$ cat src/rtl/lcd_pkg.sv
// -----------------------------------------------------------------------------
// lcd_pkg
// Shared encodings for the AXI4-Stream test-pattern source (axis_pattern_gen):
//   - pat_e   : pattern-select encodings (bars, gradient, checkerboard, solid)
//   - state_e : frame sequencer states (idle, active frame, inter-frame gap)
//   - BAR_RGB : colour-bar palette, index 0 is the leftmost bar
// -----------------------------------------------------------------------------
package lcd_pkg;

  typedef enum logic [1:0] {
    PAT_BARS  = 2'd0,
    PAT_GRAD  = 2'd1,
    PAT_CHECK = 2'd2,
    PAT_SOLID = 2'd3
  } pat_e;

  typedef enum logic [1:0] {
    ST_IDLE   = 2'd0,
    ST_ACTIVE = 2'd1,
    ST_GAP    = 2'd2
  } state_e;

  // Packed array: the first listed element lands at the highest index, so the
  // list runs right-to-left across the screen (BAR_RGB[0] = white).
  localparam logic [7:0][23:0] BAR_RGB = {
    24'h000000, 24'h0000FF, 24'hFF0000, 24'hFF00FF,
    24'h00FF00, 24'h00FFFF, 24'hFFFF00, 24'hFFFFFF
  };

  localparam logic [3:0] TSTRB_ALL = 4'hF;

endpackage

$ cat src/rtl/axis_pattern_gen_if.sv
// -----------------------------------------------------------------------------
// axis_pattern_gen_if
// AXI4-Stream video bus between the pattern source and the LCD FIFO.
//   tdata  [31:0] : {8'h00, R, G, B}
//   tvalid        : pixel valid
//   tready        : sink ready
//   tuser         : first pixel of frame
//   tlast         : last pixel of line
//   tstrb  [3:0]  : byte strobes
// Modports: master (pattern source), slave (sink).
// -----------------------------------------------------------------------------
interface axis_pattern_gen_if;

  logic [31:0] tdata;
  logic        tvalid;
  logic        tready;
  logic        tuser;
  logic        tlast;
  logic [3:0]  tstrb;

  modport master (output tdata, tvalid, tuser, tlast, tstrb, input tready);
  modport slave  (input tdata, tvalid, tuser, tlast, tstrb, output tready);

endinterface

$ cat src/rtl/axis_pattern_gen_pixel.sv
// -----------------------------------------------------------------------------
// pattern_pixel
// Purely combinational pixel colour generator.
//   xe_i    [7:0]  : effective column (scroll offset already applied), low bits
//   y_i     [7:0]  : line number, low bits
//   bar_i   [2:0]  : colour-bar index tracked incrementally by the caller
//   frame_i [7:0]  : frame counter, low bits (gradient blue channel)
//   sel_i          : latched pattern select
//   solid_i [23:0] : latched solid colour
//   rgb_o   [23:0] : {R, G, B}
// -----------------------------------------------------------------------------
module pattern_pixel
  import lcd_pkg::*;
(
  input  logic [7:0]  xe_i,
  input  logic [7:0]  y_i,
  input  logic [2:0]  bar_i,
  input  logic [7:0]  frame_i,
  input  pat_e        sel_i,
  input  logic [23:0] solid_i,
  output logic [23:0] rgb_o
);

  always_comb begin
    // NOTE: every output of a combinational block gets a default first, so no
    // path through the case can leave it unassigned and infer a latch.
    rgb_o = '0;
    case (sel_i)
      PAT_BARS:  rgb_o = BAR_RGB[bar_i];
      PAT_GRAD:  rgb_o = {xe_i, y_i, frame_i};
      PAT_CHECK: rgb_o = (xe_i[4] ^ y_i[4]) ? 24'hFFFFFF : 24'h000000;
      PAT_SOLID: rgb_o = solid_i;
      default:   rgb_o = '0;
    endcase
  end

endmodule

$ cat src/rtl/axis_pattern_gen.sv
// -----------------------------------------------------------------------------
// axis_pattern_gen
// AXI4-Stream RGB888 test-pattern source feeding the LCD FIFO. Emits whole
// frames with tuser on pixel (0,0) and tlast on the last pixel of each line,
// honours tready backpressure and inserts FRAME_GAP idle cycles between frames.
//
// Ports:
//   axis_aclk      : stream clock
//   axis_aresetn   : asynchronous active-low reset
//   enable         : run request (level); a started frame always completes
//   pattern_sel[1:0]: 0 bars, 1 gradient, 2 checkerboard, 3 solid
//   solid_rgb[23:0]: colour for the solid pattern
//   axis           : AXI4-Stream master (tdata/tvalid/tready/tuser/tlast/tstrb)
//   busy           : high whenever the sequencer is not idle
//   frame_cnt[15:0]: completed frames, wrapping
//
// Build option: define PATTERN_GEN_SCROLL_EN to add a per-frame horizontal
// offset so the picture scrolls left by one pixel per frame.
// -----------------------------------------------------------------------------
module axis_pattern_gen
  import lcd_pkg::*;
#(
  parameter int H_ACTIVE  = 480,
  parameter int V_ACTIVE  = 272,
  parameter int FRAME_GAP = 16,
  parameter int XW        = 10
) (
  input  logic                      axis_aclk,
  input  logic                      axis_aresetn,
  input  logic                      enable,
  input  logic [1:0]                pattern_sel,
  input  logic [23:0]               solid_rgb,
  axis_pattern_gen_if.master        axis,
  output logic                      busy,
  output logic [15:0]               frame_cnt
);

  localparam int BAR_W = H_ACTIVE / 8;
  localparam int GW    = (FRAME_GAP > 1) ? $clog2(FRAME_GAP) : 1;

  // Effective column plus its colour-bar position; stepping all three together
  // keeps the bar index exact without a divider.
  typedef struct packed {
    logic [XW-1:0] xe;
    logic [2:0]    bar;
    logic [XW-1:0] cnt;
  } col_t;

  // Advance one column. The last bar never advances, so it absorbs the
  // H_ACTIVE % 8 remainder columns. Wrapping past H_ACTIVE-1 restarts at bar 0.
  function automatic col_t col_step(input col_t c);
    col_t n;
    n = c;
    if (c.xe == XW'(H_ACTIVE - 1)) begin
      n = '0;
    end else begin
      n.xe = c.xe + XW'(1);
      if ((c.bar != 3'd7) && (c.cnt == XW'(BAR_W - 1))) begin
        n.bar = c.bar + 3'd1;
        n.cnt = '0;
      end else begin
        n.cnt = c.cnt + XW'(1);
      end
    end
    return n;
  endfunction

  state_e        state_q, state_d;
  logic [XW-1:0] x_q, x_d, y_q, y_d;
  col_t          col_q, col_d;
  col_t          off_d;
  logic [15:0]   frame_q, frame_d;
  pat_e          sel_q, sel_d;
  logic [23:0]   solid_q, solid_d;
  logic [GW-1:0] gap_q, gap_d;
  logic          tvalid_q, tvalid_d;
  logic          tuser_q, tlast_q, busy_q;
  logic [31:0]   tdata_q;
  logic [3:0]    tstrb_q;
  logic          load, start;
  logic          xfer, x_last, y_last, frame_end;
  logic [23:0]   pix_rgb;

  assign xfer      = tvalid_q & axis.tready;
  assign x_last    = (x_q == XW'(H_ACTIVE - 1));
  assign y_last    = (y_q == XW'(V_ACTIVE - 1));
  assign frame_end = (state_q == ST_ACTIVE) & xfer & x_last & y_last;

`ifdef PATTERN_GEN_SCROLL_EN
  // Start column of every line; advances once per completed frame.
  col_t off_q;

  always_comb begin
    off_d = off_q;
    if (frame_end) off_d = col_step(off_q);
  end

  always_ff @(posedge axis_aclk or negedge axis_aresetn) begin
    if (!axis_aresetn) off_q <= '0;
    else               off_q <= off_d;
  end
`else
  assign off_d = '0;
`endif

  // Sequencer: decides the next pixel coordinates; 'load' means a new pixel is
  // registered onto the bus this edge (frame start or accepted transfer).
  always_comb begin
    state_d  = state_q;
    x_d      = x_q;
    y_d      = y_q;
    col_d    = col_q;
    frame_d  = frame_q;
    sel_d    = sel_q;
    solid_d  = solid_q;
    gap_d    = gap_q;
    tvalid_d = tvalid_q;
    load     = 1'b0;
    start    = 1'b0;

    if (frame_end) frame_d = frame_q + 16'd1;

    case (state_q)
      ST_IDLE: start = enable;

      ST_ACTIVE: begin
        if (xfer) begin
          if (x_last && y_last) begin
            if (FRAME_GAP > 0) begin
              state_d  = ST_GAP;
              gap_d    = '0;
              tvalid_d = 1'b0;
            end else if (enable) begin
              start = 1'b1;
            end else begin
              state_d  = ST_IDLE;
              tvalid_d = 1'b0;
            end
          end else if (x_last) begin
            x_d   = '0;
            y_d   = y_q + XW'(1);
            col_d = off_d;
            load  = 1'b1;
          end else begin
            x_d   = x_q + XW'(1);
            col_d = col_step(col_q);
            load  = 1'b1;
          end
        end
      end

      ST_GAP: begin
        gap_d = gap_q + GW'(1);
        if (gap_q == GW'(FRAME_GAP - 1)) begin
          if (enable) start = 1'b1;
          else        state_d = ST_IDLE;
        end
      end

      default: state_d = ST_IDLE;
    endcase

    // Frame start: selects are sampled here and nowhere else.
    if (start) begin
      state_d  = ST_ACTIVE;
      sel_d    = pat_e'(pattern_sel);
      solid_d  = solid_rgb;
      x_d      = '0;
      y_d      = '0;
      col_d    = off_d;
      tvalid_d = 1'b1;
      load     = 1'b1;
    end
  end

  // Colour for the pixel about to be registered, computed from next-state
  // coordinates so the bus outputs come straight from flops.
  pattern_pixel u_pixel (
    .xe_i    (8'(col_d.xe)),
    .y_i     (8'(y_d)),
    .bar_i   (col_d.bar),
    .frame_i (frame_d[7:0]),
    .sel_i   (sel_d),
    .solid_i (solid_d),
    .rgb_o   (pix_rgb)
  );

  // NOTE: every register here is reset (there is no storage array), so an
  // asserted reset clears the bus immediately and no partial frame resumes.
  always_ff @(posedge axis_aclk or negedge axis_aresetn) begin
    if (!axis_aresetn) begin
      state_q  <= ST_IDLE;
      x_q      <= '0;
      y_q      <= '0;
      col_q    <= '0;
      frame_q  <= '0;
      sel_q    <= PAT_BARS;
      solid_q  <= '0;
      gap_q    <= '0;
      tvalid_q <= 1'b0;
      tuser_q  <= 1'b0;
      tlast_q  <= 1'b0;
      tdata_q  <= '0;
      tstrb_q  <= '0;
      busy_q   <= 1'b0;
    end else begin
      // NOTE: non-blocking assignments so every flop samples pre-edge values.
      state_q  <= state_d;
      x_q      <= x_d;
      y_q      <= y_d;
      col_q    <= col_d;
      frame_q  <= frame_d;
      sel_q    <= sel_d;
      solid_q  <= solid_d;
      gap_q    <= gap_d;
      tvalid_q <= tvalid_d;
      busy_q   <= (state_d != ST_IDLE);
      // Without a load the payload holds, which keeps it stable under stall.
      if (load) begin
        tdata_q <= {8'h00, pix_rgb};
        tuser_q <= (x_d == '0) && (y_d == '0);
        tlast_q <= (x_d == XW'(H_ACTIVE - 1));
        tstrb_q <= TSTRB_ALL;
      end else if (!tvalid_d) begin
        tdata_q <= '0;
        tuser_q <= 1'b0;
        tlast_q <= 1'b0;
        tstrb_q <= '0;
      end
    end
  end

  assign axis.tdata  = tdata_q;
  assign axis.tvalid = tvalid_q;
  assign axis.tuser  = tuser_q;
  assign axis.tlast  = tlast_q;
  assign axis.tstrb  = tstrb_q;
  assign busy        = busy_q;
  assign frame_cnt   = frame_q;

endmodule

$ cat src/flat_wrapper.sv
// flat-port wrapper written by rule: the top's interface ports become plain ports
module axis_pattern_gen_flat import lcd_pkg::*;
#(
  parameter int H_ACTIVE  = 480,
  parameter int V_ACTIVE  = 272,
  parameter int FRAME_GAP = 16,
  parameter int XW        = 10
)
  (axis_aclk, axis_aresetn, enable, pattern_sel, solid_rgb, busy, frame_cnt, axis_tdata, axis_tvalid, axis_tuser, axis_tlast, axis_tstrb, axis_tready);
  axis_pattern_gen_if axis_i ();
  input  logic axis_aclk;
  input  logic axis_aresetn;
  input  logic enable;
  input  logic [1:0] pattern_sel;
  input  logic [23:0] solid_rgb;
  output logic busy;
  output logic [15:0] frame_cnt;
  output wire logic [$bits(axis_i.tdata)-1:0] axis_tdata;
  output wire logic [$bits(axis_i.tvalid)-1:0] axis_tvalid;
  output wire logic [$bits(axis_i.tuser)-1:0] axis_tuser;
  output wire logic [$bits(axis_i.tlast)-1:0] axis_tlast;
  output wire logic [$bits(axis_i.tstrb)-1:0] axis_tstrb;
  input wire logic [$bits(axis_i.tready)-1:0] axis_tready;
  assign axis_tdata = axis_i.tdata;
  assign axis_tvalid = axis_i.tvalid;
  assign axis_tuser = axis_i.tuser;
  assign axis_tlast = axis_i.tlast;
  assign axis_tstrb = axis_i.tstrb;
  assign axis_i.tready = axis_tready;
  axis_pattern_gen #(.H_ACTIVE(H_ACTIVE), .V_ACTIVE(V_ACTIVE), .FRAME_GAP(FRAME_GAP), .XW(XW)) u_core (.axis_aclk(axis_aclk), .axis_aresetn(axis_aresetn), .enable(enable), .pattern_sel(pattern_sel), .solid_rgb(solid_rgb), .axis(axis_i), .busy(busy), .frame_cnt(frame_cnt));
endmodule
$ cat config.mk
export PLATFORM = sky130hd
export DESIGN_NAME = axis_pattern_gen_flat
export DESIGN_NICKNAME = d
export VERILOG_FILES = /design/src/rtl/lcd_pkg.sv /design/src/rtl/axis_pattern_gen_if.sv /design/src/rtl/axis_pattern_gen_pixel.sv /design/src/rtl/axis_pattern_gen.sv /design/src/flat_wrapper.sv
export SDC_FILE = /design/constraint.sdc
export NUM_CORES = 1
export LEC_CHECK = 0
export ABC_CLOCK_PERIOD_IN_PS = 4300
export CAP_MARGIN = 15
export CORE_ASPECT_RATIO = 2
export CORE_MARGIN = 4
export CORE_UTILIZATION = 46
export CTS_CLUSTER_DIAMETER = 30
export DETAILED_ROUTE_END_ITERATION = 12
export GPL_TIMING_DRIVEN = 0
export PLACE_DENSITY = 0.78
export RECOVER_POWER = 25
export SKIP_LAST_GASP = 1
export SYNTH_ARGS = -nofsm -noshare
export SYNTH_HDL_FRONTEND = slang
export SYNTH_HIERARCHICAL = 1
export SYNTH_SLANG_ARGS = --single-unit
$ cat constraint.sdc
create_clock -name axis_aclk -period 4.3 [get_ports axis_aclk]
set_input_delay 0.86 -clock axis_aclk [delete_from_list [all_inputs] [get_ports axis_aclk]]
set_output_delay 0.86 -clock axis_aclk [all_outputs]
set_load 0.05 [all_outputs]
* Word level (Yosys, flattened, before mapping) *
Memories as Yosys holds them, arrays and structs flattened.
Cells that the tools add are included.

storage, ports and cells
  register bits after elaboration = 131
  memory bits (read-only) = 192
  input port bits = 30
  output and inout port bits = 56
  memories = 1

cells by class
  add/subtract/negate cells = 7
  $lt $le $gt $ge = 1
  eq/ne operators = 16
  multiplexer cells = 51
  bitwise logic cells = 5
  reductions and logical operators = 13

memories
  name             words  width  rd ports  clocked after memory_dff  wr ports  RTL line                      text
  (no name shown)  8      24     1         0                         0         axis_pattern_gen_pixel.sv:29  PAT_BARS: rgb_o = BAR_RGB[bar_i];

operators with widths
  operator                                                           number
  23-bit 2-to-1 mux                                                  6
  10-bit 2-to-1 mux                                                  11
  24-bit case mux with 4 select lines                                1
  24-bit 2-to-1 mux                                                  3
  32-bit 2-to-1 mux                                                  2
  10-bit by 1-bit adder with 10-bit output (second input constant)   4
  10-bit by 9-bit == test with 1-bit output (second input constant)  4
  10-bit logical NOT                                                 2
  16-bit by 1-bit adder with 16-bit output (second input constant)   1
  4-bit 2-to-1 mux                                                   4
  1-bit 2-to-1 mux                                                   13
  2-bit 2-to-1 mux                                                   6
  10-bit by 6-bit == test with 1-bit output (second input constant)  1
  8-bit 2-to-1 mux                                                   1
  4-bit case mux with 2 select lines                                 1
  2-bit nonzero test                                                 4
  2-bit == test (second input constant)                              3
  2-bit case mux with 3 select lines                                 1
  3-bit AND reduction                                                2
  4-bit by 1-bit adder with 4-bit output (second input constant)     1
  1-bit AND                                                          4
  2-bit by 1-bit == test with 1-bit output (second input constant)   2
  4-bit == test (second input constant)                              1
  2-bit logical NOT                                                  2
  9 further kinds                                                    13

* Logic depth before layout (Yosys ltp) *
  depth in word-level cells = 13
  gate-level depth with buffers = 13

* Cells and area by module *
The synthesis kept the hierarchy.

modules (own cells, without submodules)
  module            instances  cells an instance  area each (um^2)  seq. area each (um^2)
  axis_pattern_gen  1          557                5530.3            3002.9
  pattern_pixel     1          36                 634.4             0.0

* Least setup slack after synthesis *
OpenSTA, ideal clock, no wires.

  kind = in2reg
  start point = input port enable
  end point = register u_core.tdata_q[10], in the netlist u_core/axis.tdata[10]
  arrival time = 3337 ps
  slack = 842 ps
  stages = 11
  path through = inv_1 > a211oi_1 > clkbuf_1 > clkbuf_1 > clkbuf_1 > nand2_1 > nand2_1 > buf_4 > buf_4 > mux4_2 > a22o_1

between the ends
  elaborated cells between the ends (all ways) = 20

RTL lines
  what                                         RTL line                      text
  start: declaration                           flat_wrapper.sv:13            input logic enable;
  1-bit 2-to-1 mux                             axis_pattern_gen.sv:155       if (enable) start = 1'b1;
  1-bit 2-to-1 mux                             axis_pattern_gen.sv:154       if (gap_q == GW'(FRAME_GAP - 1)) begin
  1-bit case mux with 2 select lines *         axis_pattern_gen.sv:123       case (state_q)
  2-bit 2-to-1 mux *                           axis_pattern_gen.sv:164       if (start) begin
  via u_core.sel_d[0]                          axis_pattern_gen.sv:73        pat_e sel_q, sel_d;
  2-bit == test, or another cell as far along  axis_pattern_gen_pixel.sv:28  case (sel_i)
  24-bit case mux with 4 select lines *        axis_pattern_gen_pixel.sv:28
  via u_core.pix_rgb[10]                       axis_pattern_gen.sv:82        logic [23:0] pix_rgb;
  32-bit 2-to-1 mux *                          axis_pattern_gen.sv:219       if (load) begin
  end signal: assignment                       axis_pattern_gen.sv:220       tdata_q <= {8'h00, pix_rgb};
  end: declaration                             axis_pattern_gen.sv:78        logic [31:0] tdata_q;

Mark *: on every way through the listed nets, which the timed path passes. The rest lies on a longest branch. The select of a mux whose other input is x is not followed.
A chain may end at the register's enable or synchronous reset.

==> impl_metrics.ini <==
[layout]
nets = 735
n_antenna_cell = 0
area_growth_pct = 25.8
post-route-util_pct = 59.3
fillCellCount = 1034
final_area_um2 = 7750
stdcell_count = 862
drive_gt1_share_pct = 12.8

[setup_path]
cp_max_fo = 10
critPathKind = reg2reg
cp-start-kind = register
cp.required_ns = 4.60
cp-end-kind = register
cp.arrival_ns = 4.33

[routing]
routed_wl_um = 17500
via_per_inst = 5.95
dr.pass1.iters = 6
drtIter0Drc = 457
ant_nets = 0
vias = 5128
wl_per_cell_um = 20.3
remaining_drc_errors = 0

[die]
num_rows = 59
dieArea_um2 = 15400
start_util_pct = 47.2
coreArea_um2 = 13100
die_h_um = 172
die_x_um = 89.9
boundaryPins = 86

[logic_synthesis]
synth_enable_flop_cells = 0
ys_types = 56
syn_area_per_cell_um2 = 10.4
synth_cells = 593
ys_ff_latch = 120
netlist_area_um2 = 6160
ys_seq_area_share_pct = 48.7
ys_warn_count = 6
synth-async-reset-ratio_pct = 100
synthFlopType = dfrtp_1

[clocking]
path_clk_slew_ns = 0.06
clock_latency_ns = 0.42
cts-hold-fix-buffers = 0
htreeDepth = 4
cts_buffers = 17
root_buffer = clkbuf_16
cts_setup_buffers = 0
clockBufferDepth = 2
clock_sinks = 120
cts_tree = done
cts_resized = 1

[grt]
grtUsageTotal_pct = 23.4
grt_pass1_wl_um = 28200
antenna_found_initial = 0
grt_pass1_vias = 5462
grt_max_degree = 103
overflow = 0

[placed_design]
place_area_um2 = 7180
post-place-ws_ns = -0.531
io_buffers = 77
post-place-cells = 830
hpwl_um = 12700
gp_congestion = 0.876

[pwr]
swShare_pct = 38.4
vdd_drop_max_mv = 0.378
p_int_uw = 2960
p_leak_uw = 0.00343
switchingPower_uw = 1850
p_comb_share_pct = 37.7
seqPwrFrac_pct = 32.8
p_clk_share_pct = 29.5
powerDensity_nw_per_um2 = 619

[timing]
slew-limit-headroom_pct = -65.0
layout_setup_ws_ns = 0.277
min_period_over_period_pct = 93.6
finalHoldViolations = 0
drv_slew = 103
rsz0062_at_grt = no
worstMarginPinSlew_ns = 2.47
clock_skew_ns = 0.0116
fin_crit_ns = 4.02
setup_violations = 0
fmax_mhz = 249
holdWs_ns = 0.469

[hold_path]
min_path_type = reg2reg

[status]
status = finished with violations
violations = max-capacitance violations, max-slew violations

[job]
maxCapViolations = 1
cells by family (layout without fill, tap and decap cells):
group,count (synthesis),in the layout,share of synthesized area (%)
AOI/OAI and AO/OA,88,88,10.1
adders and majority gates,8,8,1.62
xor gates and xnor gates,33,33,4.69
other,1,8,0.0608
buffers and inverters,50,160,4.22
muxes,26,26,9.34
DFF,120,120,48.7
and+or+nand+nor,267,267,21.2
per-stage QoR:
stage | total power [µW] | TNS (ns)
after floorplan | 2780 | 0
after detailed placement | 3370 | -11.20
final | 4800 | 0
after global placement | 3340 | -273.85
after CTS | 4810 | 0
after global routing | 5000 | 0
synthesized netlist by cell type (5+ instances only):
master    number  area (µm²)
a21oi_1       12        60.1
a22o_1        27         236
and2_1         5        31.3
and3_1         8        50.1
buf_4         14         105
clkbuf_1      17        63.8
dfrtp_1      120        3000
ha_1           8         100
inv_1         12        45.0
mux4_2        20         450
nand2_1      129         484
nand3_1       26         130
nand4_1       12        75.1
nor2_1        36         135
nor3_1         9        45.0
nor4_1         9        56.3
o21ai_0       24         120
o31ai_1        5        37.5
or3_1          8        50.1
xnor2_1       14         123
xor2_1        19         166
critical path, stage by stage (launching register included):
cell and delay (ns):
dfrtp_1 0.49, ha_1 0.25, nand4_2 0.26, or3_1 0.44, buf_2 0.18, o21ai_4 0.27, nand2_1 0.25, buf_2 0.27
o21ai_0 0.17, nand2_1 0.09, o41ai_1 0.11, inv_1 0.26, mux4_1 0.63, a22o_1 0.24
power groups by stage:
| stage | sequential, µW | combinational, µW | clock [µW] |
|---|---|---|---|
| after floorplan | 1960 | 825 | 0 |
| after global placement | 1580 | 1760 | 0 |
| after detailed placement | 1580 | 1790 | 0 |
| after CTS | 1570 | 1810 | 1430 |
| after global routing | 1610 | 1920 | 1480 |
| final | 1580 | 1810 | 1420 |
state kept, by name, summed over array words and instances (netlist names):
register	flops
u_core/axis.tstrb	1
u_core/solid_q	24
u_core/y_q	10
u_core/gap_q	4
u_core/frame_cnt	16
u_core/state_q	2
u_core/col_q	23
u_core/axis.tdata	24
u_core/axis.tuser	1
u_core/axis.tlast	1
u_core/axis.tvalid	1
u_core/sel_q	2
u_core/busy	1
u_core/x_q	10
worst paths after layout:
check	start	end	slack, ns	cells after the start
max reg2reg	u_core/x_q[0]	u_core/axis.tdata[0]	0.28	13
max in group asynchronous	axis_aresetn	u_core/col_q[21]	0.72	2
min reg2reg	u_core/solid_q[20]	u_core/solid_q[20]	0.47	2
min	u_core/solid_q[20]	u_core/solid_q[20]	0.47	2
max	u_core/x_q[0]	u_core/axis.tdata[0]	0.28	13
min in group asynchronous	axis_aresetn	u_core/axis.tdata[20]	0.60	1
cells in the final DEF (no fill, tap or decap), types with 3 or more instances in the layout:
master / netlist / layout
a21oi_1: 12 / 12
a31oi_1: 4 / 4
dfrtp_1: 120 / 120
nor3_1: 9 / 9
inv_1: 12 / 12
inv_6: 0 / 3
conb_1: 1 / 8
clkbuf_2: 0 / 3
clkinv_4: 0 / 3
xnor2_1: 14 / 14
mux4_2: 20 / 20
nand4_1: 12 / 12
and2_1: 5 / 5
nor4_1: 9 / 9
xor2_1: 19 / 19
buf_4: 14 / 14
clkbuf_1: 17 / 16
mux4_1: 4 / 4
and3_1: 8 / 8
o21ai_0: 24 / 24
o31ai_1: 5 / 5
nor2_1: 36 / 36
clkdlybuf4s50_1: 0 / 76
a22o_1: 27 / 27
nand2_1: 129 / 129
clkinv_2: 0 / 4
buf_2: 4 / 4
clkbuf_16: 0 / 17
or3_1: 8 / 8
nand3_1: 26 / 26
ha_1: 8 / 8
final cells by class:
cell class              instances  area (µm²)  area share, %
flip-flops and latches        120        3000           38.7
multi-input cells             430        2940           37.9
repair buffers                 78         769           9.93
clock buffers                  18         439           5.66
plain buffers                  38         218           2.81
well taps                     152         190           2.45
clock inverters                14         148           1.90
inverters                      12        45.0          0.581
per-layer routing:
| metal | global-route usage [%] | share of wire [%] | wire length, µm | vias up |
|---|---|---|---|---|
| met5 | 0 | 0 | 0 | - |
| met1 | 23.5 | 34 | 6010 | 2546 |
| met2 | 45.0 | 57 | 9930 | 213 |
| met4 | 13.0 | 4.5 | 781 | 0 |
| met3 | 4.25 | 4.6 | 797 | 51 |
| li1 | - | - | - | 2318 |
(Power assumes the default switching activity.)
==> patch 1 (same flow settings) <==
`XW` is set to 10 in 2 places; all go to 5.
--- a/src/rtl/axis_pattern_gen.sv
+++ b/src/rtl/axis_pattern_gen.sv
@@ -23,7 +23,7 @@
   parameter int H_ACTIVE  = 480,
   parameter int V_ACTIVE  = 272,
   parameter int FRAME_GAP = 16,
-  parameter int XW        = 10
+  parameter int XW        = 5
 ) (
   input  logic                      axis_aclk,
   input  logic                      axis_aresetn,
--- a/src/flat_wrapper.sv
+++ b/src/flat_wrapper.sv
@@ -4,7 +4,7 @@
   parameter int H_ACTIVE  = 480,
   parameter int V_ACTIVE  = 272,
   parameter int FRAME_GAP = 16,
-  parameter int XW        = 10
+  parameter int XW        = 5
 )
   (axis_aclk, axis_aresetn, enable, pattern_sel, solid_rgb, busy, frame_cnt, axis_tdata, axis_tvalid, axis_tuser, axis_tlast, axis_tstrb, axis_tready);
   axis_pattern_gen_if axis_i ();
Function: no difference found for any inputs over 4 cycles, from zero or initial values and one cycle with axis_aresetn low; that may be too few to reach the edited logic, so the function may still have changed.
==> patch 1 against the original RTL <==
  * The run still ends with max-capacitance violations, max-slew violations left
  * Register-to-register slack better by 0.37 ns
  * Sequential share of layout area is 0.89 points higher
  * Synthesized area is 19% lower
  * Sequential cell count is 20 lower
  * Final area is 19% lower
  * Power is 11% lower
  * Worst setup slack better by 0.18 ns
  * Wire length is 32% lower
==> patch 1: results (changes against the original RTL) <==
iteration count of the initial detailed-routing pass: 4 (-2)
Detail Placement HPWL: 8850 µm (-30%)
post-synthesis xor/xnor area fraction: 3.49% (-1.2 points)
CP Launch Point: axis_tready
largest cells by area after synthesis: dfrtp_1 (50%), mux4_2 (9.0%), mux2_2 (6.1%)
Synth Area in Compound Gates: 10.1% (-0.075 points)
Placed Area: 6030 µm² (-16%)
GRT Total Usage: 20.3% (-3.1 points)
reg2reg end: u_core/axis.tdata[2]$_DFFE_PN0P_
Largest delay share family, worst path: buffers and inverters
Mapped Cells: 394 (-34%)
dpl cells: 622 (-25%)
mux share of post-synthesis cell area: 17.7% (+8.4 points)
Skew-Pair Late Insertion Delay: 0.35 ns (-0.07 ns)
proportion of layout cells with a drive suffix above 1: 19.8% (+6.9 points)
status: finished with violations
Worst path slowest cell: clkdlybuf4s50_1
fillers: 894 (-14%)
max-slew violation count: 74 (-28%)
Storage cell area: 2500 µm² (-17%)
H-tree depth: 3 (-1)
initial drt markers: 195 (-57%)
Distinct cells, synth: 55 (-1.8%)
failing checks: max-capacitance violations, max-slew violations
post_cts resized: 0 (-1)
CTS buffer count: 9 (-8)
MaxCap Viol Count: 1 (unchanged)
[patch 1: cell types whose count changed after synthesis, sizes merged, moves of 6 or more]
cell    before  now
buf         21   27
clkbuf      17    5
dfrtp      120  100
mux2         0   27
nand2      129   19
nand3       27   12
nand4       14    6
nor2        37   22
nor4        11    2
o21ai       25   12
or3          8    0
xor2        19    9
[patch 1: logic make-up after synthesis]
group / Yosys count
xor gates and xnor gates: 20
adders and majority gates: 12
AOI/OAI and AO/OA: 68
and+or+nand+nor: 100
muxes: 54
DFF: 100
buffers and inverters: 39
other: 1
[patch 1: layer usage]
metal | share of wire (%) | vias to the layer above | routed length [µm] | track usage (%)
li1 | - | 1648 | - | -
met4 | 3.8 | 0 | 461 | 10.5
met5 | 0 | - | 0 | 0
met3 | 3.7 | 33 | 446 | 3.06
met2 | 56 | 95 | 6760 | 36.2
met1 | 36 | 1831 | 4320 | 22.6
[patch 1: power by group]
part           switching [mW]  total [mW]  internal, mW
Combinational            1.10        2.03         0.926
Clock                   0.368       0.828         0.460
Sequential              0.187        1.42          1.24
[patch 1: final cells by class]
type                            instances  area share (%)
Sequential cell                       100            39.6
Multi-Input combinational cell        268            37.0
Timing Repair Buffer                   78            12.2
Clock buffer                            9            3.57
Buffer                                 32            3.17
Tap cell                              137            2.71
Clock inverter                          7            1.33
Inverter                                7           0.416
[patch 1: through the flow]
step / hold slack [ns] / power, mW / setup WS [ns]
6_report: 0.478 / 4.28 / 0.461
5_1_grt: 0.519 / 4.51 / 0.297
4_1_cts: 0.438 / 4.32 / 0.471
3_5_place_dp: 0.471 / 3.47 / 0.115
3_3_place_gp: 0.463 / 3.40 / -1.23
2_1_floorplan: 0.466 / 2.89 / 1.30
==> patch 2 (same flow settings) <==
Made on the original files. The 3 states of `state_e` get a one-hot encoding in 3 bits.
--- a/src/rtl/lcd_pkg.sv
+++ b/src/rtl/lcd_pkg.sv
@@ -14,10 +14,10 @@
     PAT_SOLID = 2'd3
   } pat_e;
 
-  typedef enum logic [1:0] {
-    ST_IDLE   = 2'd0,
-    ST_ACTIVE = 2'd1,
-    ST_GAP    = 2'd2
+  typedef enum logic [2:0] {
+    ST_IDLE   = 3'b001,
+    ST_ACTIVE = 3'b010,
+    ST_GAP    = 3'b100
   } state_e;
 
   // Packed array: the first listed element lands at the highest index, so the
Formal check against the unedited RTL: same outputs for any inputs over 4 cycles, from zero or initial values and one cycle with axis_aresetn low; so few cycles prove little.
==> patch 2 against the original RTL <==
  * Power grew 11%
  * Worst setup slack lost 0.069 ns
  * Largest cell class unchanged
  * Final area grew 2.7%
  * Highest routed layer unchanged
  * Via count is essentially flat
  * Synthesized area grew 2.5%
  * Die area grew 2.3%
  * Wire length shrank 3.8%
  * Global-route usage shrank 1.3 points
  * Final cell count grew 2.3%
  * Sequential cell count grew 1
  * Clock skew shrank 0.0027 ns
  * Combinational power grew 23%
==> patch 2: results (changes against the original RTL) <==
status: completed
GP Congestion: 0.891 (+1.7%)
initial drt markers: 296 (-35%)
Hold WS: 0.473 ns (+0.00356 ns)
WL met3: 597 µm (-25%)
mux share of post-synthesis cell area: 9.45% (+0.11 points)
largest cells by area after synthesis: dfrtp_1 (48%), nand2_1 (7.9%), mux4_2 (7.1%)
Slew Limit Headroom: 25.0% (+90 points)
GR Util met2: 40.8% (-4.2 points)
post-synthesis xor/xnor area fraction: 4.71% (+0.026 points)
Setup WS pre-CTS: -0.360 ns (+0.170 ns)
Vias/cell: 5.82 (-2.2%)
met1 Use GR: 23.8% (+0.34 points)
worst vdd ir: 0.427 mV (+13%)
FF-to-FF path depth: 11 (-2)
commonest cells in the synthesized netlist: nand2_1 (133), dfrtp_1 (120), nor2_1 (39), o21ai_0 (28), a22o_1 (25)
Sw Pwr: 2.01 mW (+8.7%)
met2 wire length: 9420 µm (-5.1%)
Fin Clk Skew: 0.00897 ns (-0.00268 ns)
Mapped Cells: 610 (+2.9%)
post-route setup slack: 0.208 ns (-0.0689 ns)
post_cts resized: 0 (-1)
GRT Total Usage: 22.0% (-1.3 points)
Detail Placement HPWL: 12300 µm (-2.9%)
pin count of the biggest net entering global routing: 104 (+0.97%)
-- patch 2: cell types whose count changed after synthesis, sizes merged, moves of 3 or more --
cell     unedited run  this run
nand3              27        18
nand4bb             0         3
o21ai              25        29
o211ai              0         3
nand2             129       133
nor2               37        42
or3                 8         3
or4                 1         4
nor2b               2         8
inv                12        15
nor4               11         4
buf                21        24
-- patch 2: cell type report --
cell class,instances,area [µm²],area share [%]
Buffer,39,263,3.30
Clock buffer,21,460,5.78
Tap cell,155,194,2.44
Timing Repair Buffer,78,792,9.95
Multi-Input combinational cell,442,3000,37.6
Sequential cell,121,3030,38.1
Inverter,15,56.3,0.707
Clock inverter,11,170,2.14
-- patch 2: power groups by stage --
stage	clock, mW	sequential, mW	combinational, mW
6_report	1.51	1.58	2.22
5_1_grt	1.60	1.61	2.36
4_1_cts	1.54	1.58	2.22
3_5_place_dp	0	1.60	2.19
3_3_place_gp	0	1.59	2.13
2_1_floorplan	0	1.92	1.21
